<file path="src/rtl/freq_meas_core.sv">
// Frequency-meter front end: per-bit button debounce, 100 kHz scan-clock
// divider, key-selected test-tone generator and a 1-second gated BCD
// frequency counter whose result drives four seven-segment digits.
module freq_meas_core #(
   parameter int CLK_FRE    = 12_000_000,
   parameter int BT_WIDTH   = 1,
   parameter int DEB_CYCLES = CLK_FRE / 50,
   parameter int F_STEP     = 500
) (
   input  logic                clk,
   input  logic                rst,
   input  logic [BT_WIDTH-1:0] btn_in,
   input  logic [3:0]          key_times,
   output logic [BT_WIDTH-1:0] btn_out,
   output logic                clk_100khz,
   output logic [3:0]          seg0,
   output logic [3:0]          seg1,
   output logic [3:0]          seg2,
   output logic [3:0]          seg3,
   output logic                freq_out
);

   // Debounce counter sizing; a counter of at least one bit keeps tiny
   // DEB_CYCLES values legal.
   localparam int DEB_W = (DEB_CYCLES > 1) ? $clog2(DEB_CYCLES) : 1;
   localparam logic [DEB_W-1:0] DEB_LAST = DEB_W'(DEB_CYCLES - 1);

   // Half period of the scan clock in system cycles; clamped to one so
   // that slow simulation clocks still produce a toggling output.
   localparam int HALF_RAW = CLK_FRE / 200_000;
   localparam int HALF     = (HALF_RAW < 1) ? 1 : HALF_RAW;
   localparam int HALF_W   = (HALF > 1) ? $clog2(HALF) : 1;
   localparam logic [HALF_W-1:0] HALF_LAST = HALF_W'(HALF - 1);

   // Phase accumulator holds values below CLK_FRE; one extra bit absorbs
   // acc + 2f before the wrap subtraction.
   localparam int ACC_W = $clog2(CLK_FRE) + 1;
   localparam logic [ACC_W-1:0] ACC_MOD = ACC_W'(CLK_FRE);
   localparam logic [ACC_W-1:0] STEP2   = ACC_W'(2 * F_STEP);

   // Gate counter spans exactly one second of system clock.
   localparam int GATE_W = $clog2(CLK_FRE);
   localparam logic [GATE_W-1:0] GATE_LAST = GATE_W'(CLK_FRE - 1);

   // ------------------------------------------------------------------
   // Button debounce, one independent counter per key
   // ------------------------------------------------------------------
   for (genvar i = 0; i < BT_WIDTH; i++) begin : g_deb
      logic [DEB_W-1:0] cnt;
      logic             q;

      // Count cycles of disagreement; adopt the input once it has been
      // stable for DEB_CYCLES cycles, forget shorter glitches.
      always_ff @(posedge clk or posedge rst) begin
         // NOTE: sequential state uses non-blocking assignments so every
         // flop samples pre-edge values regardless of block ordering.
         if (rst) begin
            cnt <= '0;
            q   <= 1'b1;
         end else if (btn_in[i] == q) begin
            cnt <= '0;
         end else if (cnt == DEB_LAST) begin
            q   <= btn_in[i];
            cnt <= '0;
         end else begin
            cnt <= cnt + DEB_W'(1);
         end
      end

      assign btn_out[i] = q;
   end

   // ------------------------------------------------------------------
   // Scan-clock divider
   // ------------------------------------------------------------------
   logic [HALF_W-1:0] div_cnt;

   // Toggle the scan clock every HALF cycles for a ~50% duty output.
   always_ff @(posedge clk or posedge rst) begin
      if (rst) begin
         div_cnt    <= '0;
         clk_100khz <= 1'b0;
      end else if (div_cnt == HALF_LAST) begin
         div_cnt    <= '0;
         clk_100khz <= ~clk_100khz;
      end else begin
         div_cnt <= div_cnt + HALF_W'(1);
      end
   end

   // ------------------------------------------------------------------
   // Key tracking, tone generator and gated counter
   // ------------------------------------------------------------------
   logic [3:0]        key_r;
   logic [3:0]        key_prev;
   logic              key_chg;
   logic [ACC_W-1:0]  acc;
   logic [ACC_W-1:0]  step;
   logic [ACC_W-1:0]  acc_sum;
   logic [ACC_W-1:0]  acc_nxt;
   logic              wrap;
   logic              rise;
   logic [GATE_W-1:0] gate_cnt;
   logic              gate_end;
   logic [15:0]       bcd_cnt;
   logic [15:0]       bcd_nxt;
   logic [15:0]       seg_q;

   // Four-digit BCD increment with decimal carry, saturating at 9999.
   function automatic logic [15:0] bcd_inc(input logic [15:0] v);
      logic [15:0] r;
      logic        carry;
      r     = v;
      carry = 1'b1;
      if (v == 16'h9999) return v;
      for (int d = 0; d < 4; d++) begin
         if (carry) begin
            if (r[4*d +: 4] == 4'd9) begin
               r[4*d +: 4] = 4'd0;
            end else begin
               r[4*d +: 4] = r[4*d +: 4] + 4'd1;
               carry       = 1'b0;
            end
         end
      end
      return r;
   endfunction

   // Accumulator step, wrap detection and next BCD count for this cycle.
   always_comb begin
      // NOTE: every always_comb output gets an unconditional value first,
      // so no path can leave a signal unassigned and infer a latch.
      step     = (ACC_W'(key_r) + ACC_W'(1)) * STEP2;
      acc_sum  = acc + step;
      wrap     = (acc_sum >= ACC_MOD);
      acc_nxt  = wrap ? (acc_sum - ACC_MOD) : acc_sum;
      rise     = wrap & ~freq_out;
      bcd_nxt  = rise ? bcd_inc(bcd_cnt) : bcd_cnt;
      gate_end = (gate_cnt == GATE_LAST);
      key_chg  = (key_r != key_prev);
   end

   // Register the key selection and run the phase accumulator; a key
   // change restarts the tone from phase zero.
   always_ff @(posedge clk or posedge rst) begin
      if (rst) begin
         key_r    <= 4'd0;
         key_prev <= 4'd0;
         acc      <= '0;
         freq_out <= 1'b0;
      end else begin
         key_r    <= key_times;
         key_prev <= key_r;
         if (key_chg) begin
            acc      <= '0;
            freq_out <= 1'b0;
         end else begin
            acc <= acc_nxt;
            if (wrap) freq_out <= ~freq_out;
         end
      end
   end

   // Count rising tone edges over a one-second gate and publish the count
   // at gate end; a key change discards the partial gate.
   always_ff @(posedge clk or posedge rst) begin
      if (rst) begin
         gate_cnt <= '0;
         bcd_cnt  <= 16'h0000;
         seg_q    <= 16'h0000;
      end else if (key_chg) begin
         gate_cnt <= '0;
         bcd_cnt  <= 16'h0000;
      end else if (gate_end) begin
         seg_q    <= bcd_nxt;
         gate_cnt <= '0;
         bcd_cnt  <= 16'h0000;
      end else begin
         gate_cnt <= gate_cnt + GATE_W'(1);
         bcd_cnt  <= bcd_nxt;
      end
   end

   assign seg0 = seg_q[3:0];
   assign seg1 = seg_q[7:4];
   assign seg2 = seg_q[11:8];
   assign seg3 = seg_q[15:12];

endmodule

</file>
<file path="config.mk">
export PLATFORM = sky130hd
export DESIGN_NAME = freq_meas_core
export DESIGN_NICKNAME = d
export VERILOG_FILES = /design/src/rtl/freq_meas_core.sv
export SDC_FILE = /design/constraint.sdc
export NUM_CORES = 1
export LEC_CHECK = 0
export CORE_MARGIN = 1
export CORE_UTILIZATION = 55
export CTS_CLUSTER_SIZE = 14
export DETAILED_ROUTE_END_ITERATION = 8
export PLACE_DENSITY = 0.83
export SLEW_MARGIN = 20
export SYNTH_ARGS = -nofsm -noshare
export SYNTH_HDL_FRONTEND = slang
export SYNTH_SLANG_ARGS = --single-unit
</file>
<file path="constraint.sdc">
create_clock -name clk -period 6.96 [get_ports clk]
set_input_delay 1.044 -clock clk [delete_from_list [all_inputs] [get_ports clk]]
set_output_delay 1.044 -clock clk [all_outputs]
set_load 0.05 [all_outputs]
</file>
Word level (Yosys, flattened, before mapping) --
Cells that the tools add are included.
Storage, ports and cells: bits in registers 116, bits of input ports 7, output and inout port bits 19, word-level logic and storage cells 71
Cells by class: $add $sub $neg 10, $mul 1, order comparisons 1, eq/ne operators 10, muxes and demuxes 30, bitwise operators 5, reductions and logical operators 3
Operator list (count):
- $mux W16 | 5
- $mux W25 | 2
- $mux W24 | 2
- $mux W18 | 2
- $mux W4 | 7
- $add A25 B15 Y25 | 1
- $ge A25 B24 Y1 const B | 1
- $sub A25 B24 Y25 const B | 1
- $add A24 B1 Y24 const B | 1
- $eq A24 B24 Y1 const B | 1
- $add A18 B1 Y18 const B | 1
- $eq A18 B18 Y1 const B | 1
- $add A4 B1 Y4 const B | 4
- $eq A16 B16 Y1 const B | 1
- $eq A4 B4 Y1 const B | 4
- $mul A5 B7 Y12 const B | 1
- $mux W1 | 11
- $add A6 B1 Y6 const B | 1
- $eq A6 B6 Y1 const B | 1
- $mux W6 | 1
- $add A4 B1 Y5 const B | 1
- $ne A4 B4 Y1 | 1
- $not A1 Y1 | 4
- $reduce_and A2 Y1 | 2
- other kinds (3) | 3

Depth between registers and ports, before layout --
depth after elaboration 12, gate-level depth with buffers 31, gate-level depth less buffers 28

Worst setup path before layout --
OpenSTA, ideal clock, no wires.
path type register -> register, start point reg key_r[0], end point reg seg_q[11], library setup time 144 ps, arrival time 6621 ps, data required time 6816 ps, setup slack 195 ps, cell stages (with the launch flop) 30, path buffers 2, clock period less this slack 6765 ps, cell sequence dfrtp_1 -> ha_1 -> xor2_1 -> inv_1 -> fa_1 -> fa_1 -> fa_1 -> inv_1 -> ha_1 -> inv_1 -> nor2_1 -> nor2_1 -> o21bai_1 -> a21oi_1 -> o21bai_1 -> a21oi_1 -> xnor2_1 -> ha_1 -> clkbuf_1 -> inv_1 -> nor3b_1 -> a2111oi_0 -> o211a_1 -> nor3b_4 -> o211ai_2 -> and3_1 -> buf_2 -> or4_1 -> a22oi_1 -> a21oi_1
On the way: longest elaborated chain between the ends 6, elaborated cells on any way between the ends 9, those cells by class add/sub (2); mul (1); order compare (1); eq/ne (1); mux (1); bitwise (2); reduce/logical (1)
RTL lines:
- from (decl) | line 94 | logic [3:0] key_r;
- from (signal assigned) | line 152 | key_r <= key_times;
- $add A4 B1 Y5 | line 133 | step = (ACC_W'(key_r) + ACC_W'(1)) * STEP2;
- $mul A5 B7 Y12 | line 133
- $add A25 B15 Y25 | line 134 | acc_sum = acc + step;
- $ge A25 B24 Y1 | line 135 | wrap = (acc_sum >= ACC_MOD);
- $and A1 B1 Y1 | line 137 | rise = wrap & ~freq_out;
- $mux W16 | line 138 | bcd_nxt = rise ? bcd_inc(bcd_cnt) : bcd_cnt;
- to (signal assigned) | line 175 | seg_q <= bcd_nxt;
- to (decl) | line 107 | logic [15:0] seg_q;
Several ways; a longest one is shown, not always the timed one. A chain may end at the register's enable or synchronous reset.

Worst setup path in the final report --
start point reg key_r[0], end point reg seg_q[12]
The elaborated chain is that of the path after synthesis.

==> results.txt <==
Outcome = finished clean
Max Clock Skew = 0.00888 ns
DRT Pass-1 Iters = 5
H-Tree Level Count = 4
CTS tree = built
Largest net degree at the start of global routing = 66
Die X = 117 um
Actual slew at the worst max-slew pin = 0.978 ns
Starting DRT DRC Count = 343
Leading cell type in the layout, fill and taps excluded = dfrtp_1
Post-layout minimum cycle time = 6.75 ns
CTS Buf Count = 17
Area of the mapped netlist = 0.00732 mm2
Final setup violation count = 0
Levels on crit path = 25
Vias = 5938
Setup WS post-layout = 0.213 ns
Dpl hpwl = 10900 um
Slowest Stage Delay on Critical Path = 0.58 ns
Synth async-reset ratio = 1.00
Pleak = 3.60 nW
Total grt overflow = 0
Core area = 0.0128 mm2
N_diodes = 0
Final #Nets = 905
Final Slew Violations = 0
Wire per inst = 15.5 um
IO Pins = 26
Power consumption = 2.61 mW
Period utilization = 0.969
CTS Sinks = 113
Vias in the first global route = 5622
Max Cap Viol = 0
Synth Register Bits = 113
Peak Freq = 148 MHz
Primary FF master, synth = dfrtp_1
DRT antenna net count = 0
Pwr dens = 303 mW/mm2
Share of layout cells above drive strength 1 = 0.143
VDD IR max = 249 uV
Max transition margin = 0.343
Sequential area share after synthesis = 0.386
Cell Rows = 41
FF+latch area = 0.00283 mm2
Clk slew on worst S/H paths = 0.06 ns
Syn avg cell area = 9.09 um2
Routability cong. = 0.883
DRC = 0
Final Hold Fails = 0
First-pass GRT wire length = 26700 um
Avg Vias per Cell = 5.74
Initial antenna violation count = 0
Die Y = 117 um
WP buf/inv = 3
Synth-to-layout area growth = 17.6%
IO buf count = 25
CP delay by family, top = adder cells
Cells after synthesis = 805
Cell variety after synth = 76
Die ar. = 0.0138 mm2
EDFF count, synth = 0
Net Count, Synth = 860
DRT Wirelength = 16100 um
Slowest cell on crit path = fa_2
Setup TNS = 0 ns
Crit end category = register
Initial core utilization = 0.573
Root Driver = clkbuf_16
Clk_lat worst skew = 0.42 ns
FILL cells = 938
Most frequent cells in the layout = dfrtp_1 (109), nor2_1 (107), nand2_1 (69)
R2R cell count = 25
Worst Path Required = 7.26 ns
Fin util = 0.674
Hold/Removal Path Class = register to register
Area occupied by multi-input gates = 0.00433 mm2
CP Launch Type = register
Worst Path Max Fanout = 8
Syn. warnings = 0
Min-Delay Path Depth = 0
WP data arrival = 7.05 ns
Hold-fix buffer count after cts = 0
GRT Total Usage = 0.241
Setup Slack @ Placement = -0.0690 ns
Clock buffer depth = 2
Crit Path Class = register to register
-- cell type report --
| class | instances | area share |
|---|---|---|
| Clock buffer | 19 | 0.0526 |
| Clock inverter | 13 | 0.0174 |
| Inverter | 47 | 0.0208 |
| Multi-Input combinational cell | 619 | 0.502 |
| Sequential cell | 113 | 0.329 |
| Tap cell | 172 | 0.0250 |
| Timing Repair Buffer | 52 | 0.0526 |
-- logic make-up (layout without fill, tap and decap cells) --
kind of cell             after synthesis  count (layout)  share of synthesized area
AO/OA/AOI/OAI                        153             153                      0.146
XOR/XNOR                              86              86                      0.104
adder cells (fa/ha/maj)               48              48                     0.0933
buffers and inverters                 73             131                     0.0400
flip-flops                           113             113                      0.386
multiplexers                          11              11                     0.0166
AND/OR/NAND/NOR                      321             321                      0.213
-- synth_stat cells (all sizes together), types with 5 or more instances --
library cell / instances / area share
o21bai: 5 / 0.0051
and3: 10 / 0.0085
nand3: 40 / 0.027
mux2: 6 / 0.0097
nor3: 21 / 0.014
buf: 12 / 0.0087
inv: 47 / 0.024
o2111ai: 5 / 0.0060
nor2: 109 / 0.056
or3: 6 / 0.0051
a21oi: 49 / 0.036
a211oi: 8 / 0.011
a21o: 9 / 0.0092
ha: 37 / 0.063
xor2: 34 / 0.041
xnor2: 52 / 0.063
nor2b: 7 / 0.0060
nand4: 12 / 0.010
and2: 5 / 0.0043
fa: 11 / 0.030
or2: 5 / 0.0043
dfrtp: 112 / 0.38
o21ai: 31 / 0.021
o21a: 5 / 0.0053
clkbuf: 14 / 0.0072
nand2: 70 / 0.037
mux2i: 5 / 0.0068
o211ai: 10 / 0.011
nand2b: 9 / 0.0077
-- sequential cells by signal, indices dropped and copies added (netlist names) --
name and count:
div_cnt 6, clk_100khz 1, key_r 4, btn_out 1, key_prev 4, bcd_cnt 16
g_deb.cnt 18, freq_out 1, acc 22, gate_cnt 24, seg_q 16
-- per-layer routing --
metal	vias up	track usage	routed length, um	part of all wire
li1	2885	-	-	-
met1	2865	0.309	7050	0.44
met2	153	0.402	8000	0.50
met3	35	0.0418	639	0.040
met4	0	0.101	363	0.023
met5	-	0	0	0
-- metrics by stage --
stage | cells | hold WS [ns] | cell area [um2]
CTS | 1023 | 0.490 | 8390
global placement | 990 | 0.451 | 7780
floorplan | 805 | 0.435 | 7320
finish | 1035 | 0.450 | 8610
detailed placement | 990 | 0.475 | 7780
global route | 1035 | 0.466 | 8610
-- power breakdown --
| group | switching, mW | internal, mW |
|---|---|---|
| sequential | 0.00672 | 0.667 |
| combinational | 0.646 | 0.417 |
| clock | 0.321 | 0.551 |
-- timing repair --
item / 4_1_cts / 5_1_grt
pin swaps: 2 / 13
gates resized for setup: 2 / 32
buffers inserted: 1 / 12
setup endpoints to repair: 3 / 48
-- final timing paths --
kind	slack, ns	end	start
setup / recovery	0.21	seg_q[12]	key_r[0]
hold / removal	0.45	key_prev[1]	key_r[1]
setup reg to reg	0.21	seg_q[12]	key_r[0]
hold reg to reg	0.45	key_prev[1]	key_r[1]
max in group asynchronous	4.61	key_r[1]	rst
min in group asynchronous	1.05	g_deb[0].cnt[12]	rst
Power figures use the tool's default switching activity.
==> patch (same flow settings) <==
Change the parameter `CLK_FRE` from 12_000_000 to 24_000_000.
--- a/src/rtl/freq_meas_core.sv
+++ b/src/rtl/freq_meas_core.sv
@@ -2,7 +2,7 @@
 // divider, key-selected test-tone generator and a 1-second gated BCD
 // frequency counter whose result drives four seven-segment digits.
 module freq_meas_core #(
-   parameter int CLK_FRE    = 12_000_000,
+   parameter int CLK_FRE    = 24_000_000,
    parameter int BT_WIDTH   = 1,
    parameter int DEB_CYCLES = CLK_FRE / 50,
    parameter int F_STEP     = 500
Behaviour: no difference found for any inputs over 10 cycles, from zero or initial values and one cycle with rst high; that may be too few to reach the edited logic, so the function may still have changed.
==> patch against the unedited design <==
  * Final area up 0.33%
  * Final cell count is 1.4% lower
  * Clock skew is 0.0045 ns higher
  * Setup slack gained 0.036 ns
  * Sequential share of layout area grew 1.0 points
  * Sequential cell count up 4
  * First-iteration DRC count up 48%
  * Critical path depth is 4 higher
  * Synthesized area about the same
  * Power down 8.1%
  * Routed wire length shrank 0.59%
  * Critical path type unchanged
==> patch: results (changes against the unedited design) <==
For the number of cells upsized or downsized after cts, the log shows 5 (was 2). The final weighted congestion of routability-driven global placement came out at 0.846 (was 0.883). The flow ran to the end, and the final reports show no timing, DRC or antenna violations.

The final cycle utilization of the critical path was 96.4% (was 96.9%); the number of nets at the end of the flow was 889 (was 905). The tools report the leakage power as 3.70 nW (was 3.60 nW). Biggest regs: gate_cnt x25, acc x23, g_deb.cnt x19 (was gate_cnt x24, acc x22, g_deb.cnt x18).

The delay contributed by the slowest stage of the critical path is 0.55 ns (was 0.58 ns), and the fraction of layout instances using a drive strength above 1 is 11.9% (was 14.3%). The xor/xnor cell area share of the yosys netlist is 10.5% (was 10.4%). The tools report the maximum number of pins on one net before global-route repair as 67 (was 66). The logs give 0.00788 sq mm (was 0.00778 sq mm) for the standard cell area after detailed placement and 0.183 mV (was 0.249 mV) for the highest ir drop seen on vdd. Synth cell count leaders: 116 x dfrtp_1, 95 x nor2_1, 48 x xor2_1 (was 112 x dfrtp_1, 109 x nor2_1, 69 x nand2_1). The antenna diode count is 0 (unchanged), and the setup slack after placement is -0.166 ns (was -0.0690 ns). Top area cells in the synthesized netlist: dfrtp_1 40%, ha_1 6.2%, xor2_1 5.7% (was dfrtp_1 38%, ha_1 6.3%, xnor2_1 6.1%). Startpoint of the most critical register-to-register path: key_r[1] (was key_r[0]).

The worst clock skew was 0.0133 ns (was 0.00888 ns); the arrival time reported for the critical path endpoint was 7.05 ns (about the same). The startpoint of the lowest-slack hold path is div_cnt[0] (was key_r[1]). The fraction of synthesized area in multiplexers came out at 0.992% (was 1.66%). The slowest cell on the critical path is fa_1 (was fa_2). The tools report the post-CTS repair timing setup buffer count as 0 (was 1). The logs give 40.0% (was 38.6%) for the post-synthesis sequential area ratio and 7.24 mm (was 7.05 mm) for the detailed-route wire length on metal 1. The fraction of met1 tracks used by global routing was 33.9% (was 30.9%).

The aggregate routed wire length is 16.0 mm (was 16.1 mm). The via count of the first global-routing pass was 5,776 (was 5,622); the met3 track demand over resource in global routing was 4.38% (was 4.18%). The run gives 41 (unchanged) as the count of standard-cell rows. The tools report the reg2reg setup slack as 0.25 ns (was 0.21 ns). For the count of fill cells added during filler insertion, the log shows 912 (was 938). Endpoint with the worst hold slack: div_cnt[0] (was key_prev[1]). The DRC marker count from the first detailed-route iteration is 509 (was 343).

The tools report the half-perimeter wire length of the detailed placement result as 10.7 mm (was 10.9 mm). The via-per-instance ratio came out at 5.81 (was 5.74). The met2 track demand over resource in global routing is 38.5% (was 40.2%). The cell count of the worst hold path was 1 (was 0); the net count after synthesis was 842 (was 860). The total global routing track utilization is 24.5% (was 24.1%).
[patch: cell types whose count changed after synthesis, moves of 6 or more]
cell	unedited run	this run
nand2_1	69	47
nor2_1	109	95
xor2_1	34	48
xnor2_1	51	40
and3_1	10	18
a21oi_1	44	37
and2_1	5	12
o21ai_1	9	3
or3_1	6	12
[patch: cell type report]
type,count,area [sq um],share of cell area (%)
Inverter,46,175,2.03
Tap cell,172,215,2.49
Sequential cell,117,2930,33.9
Clock inverter,10,130,1.51
Timing Repair Buffer,56,487,5.64
Multi-Input combinational cell,597,4230,48.9
Clock buffer,22,474,5.49
[patch: stage by stage]
stage	TNS [ns]	std cells	hold slack (ns)
floorplan	0	788	0.425
global placement	0	984	0.443
detailed placement	-1.05	984	0.450
CTS	0	1016	0.457
global route	-0.240	1020	0.479
finish	0	1020	0.452
[patch: power by group]
part           switching, mW  internal [mW]  leakage, nW
registers            0.00838          0.693         1.59
clock network          0.303          0.588        0.296
logic                  0.476          0.329         1.81
total                  0.788           1.61         3.70
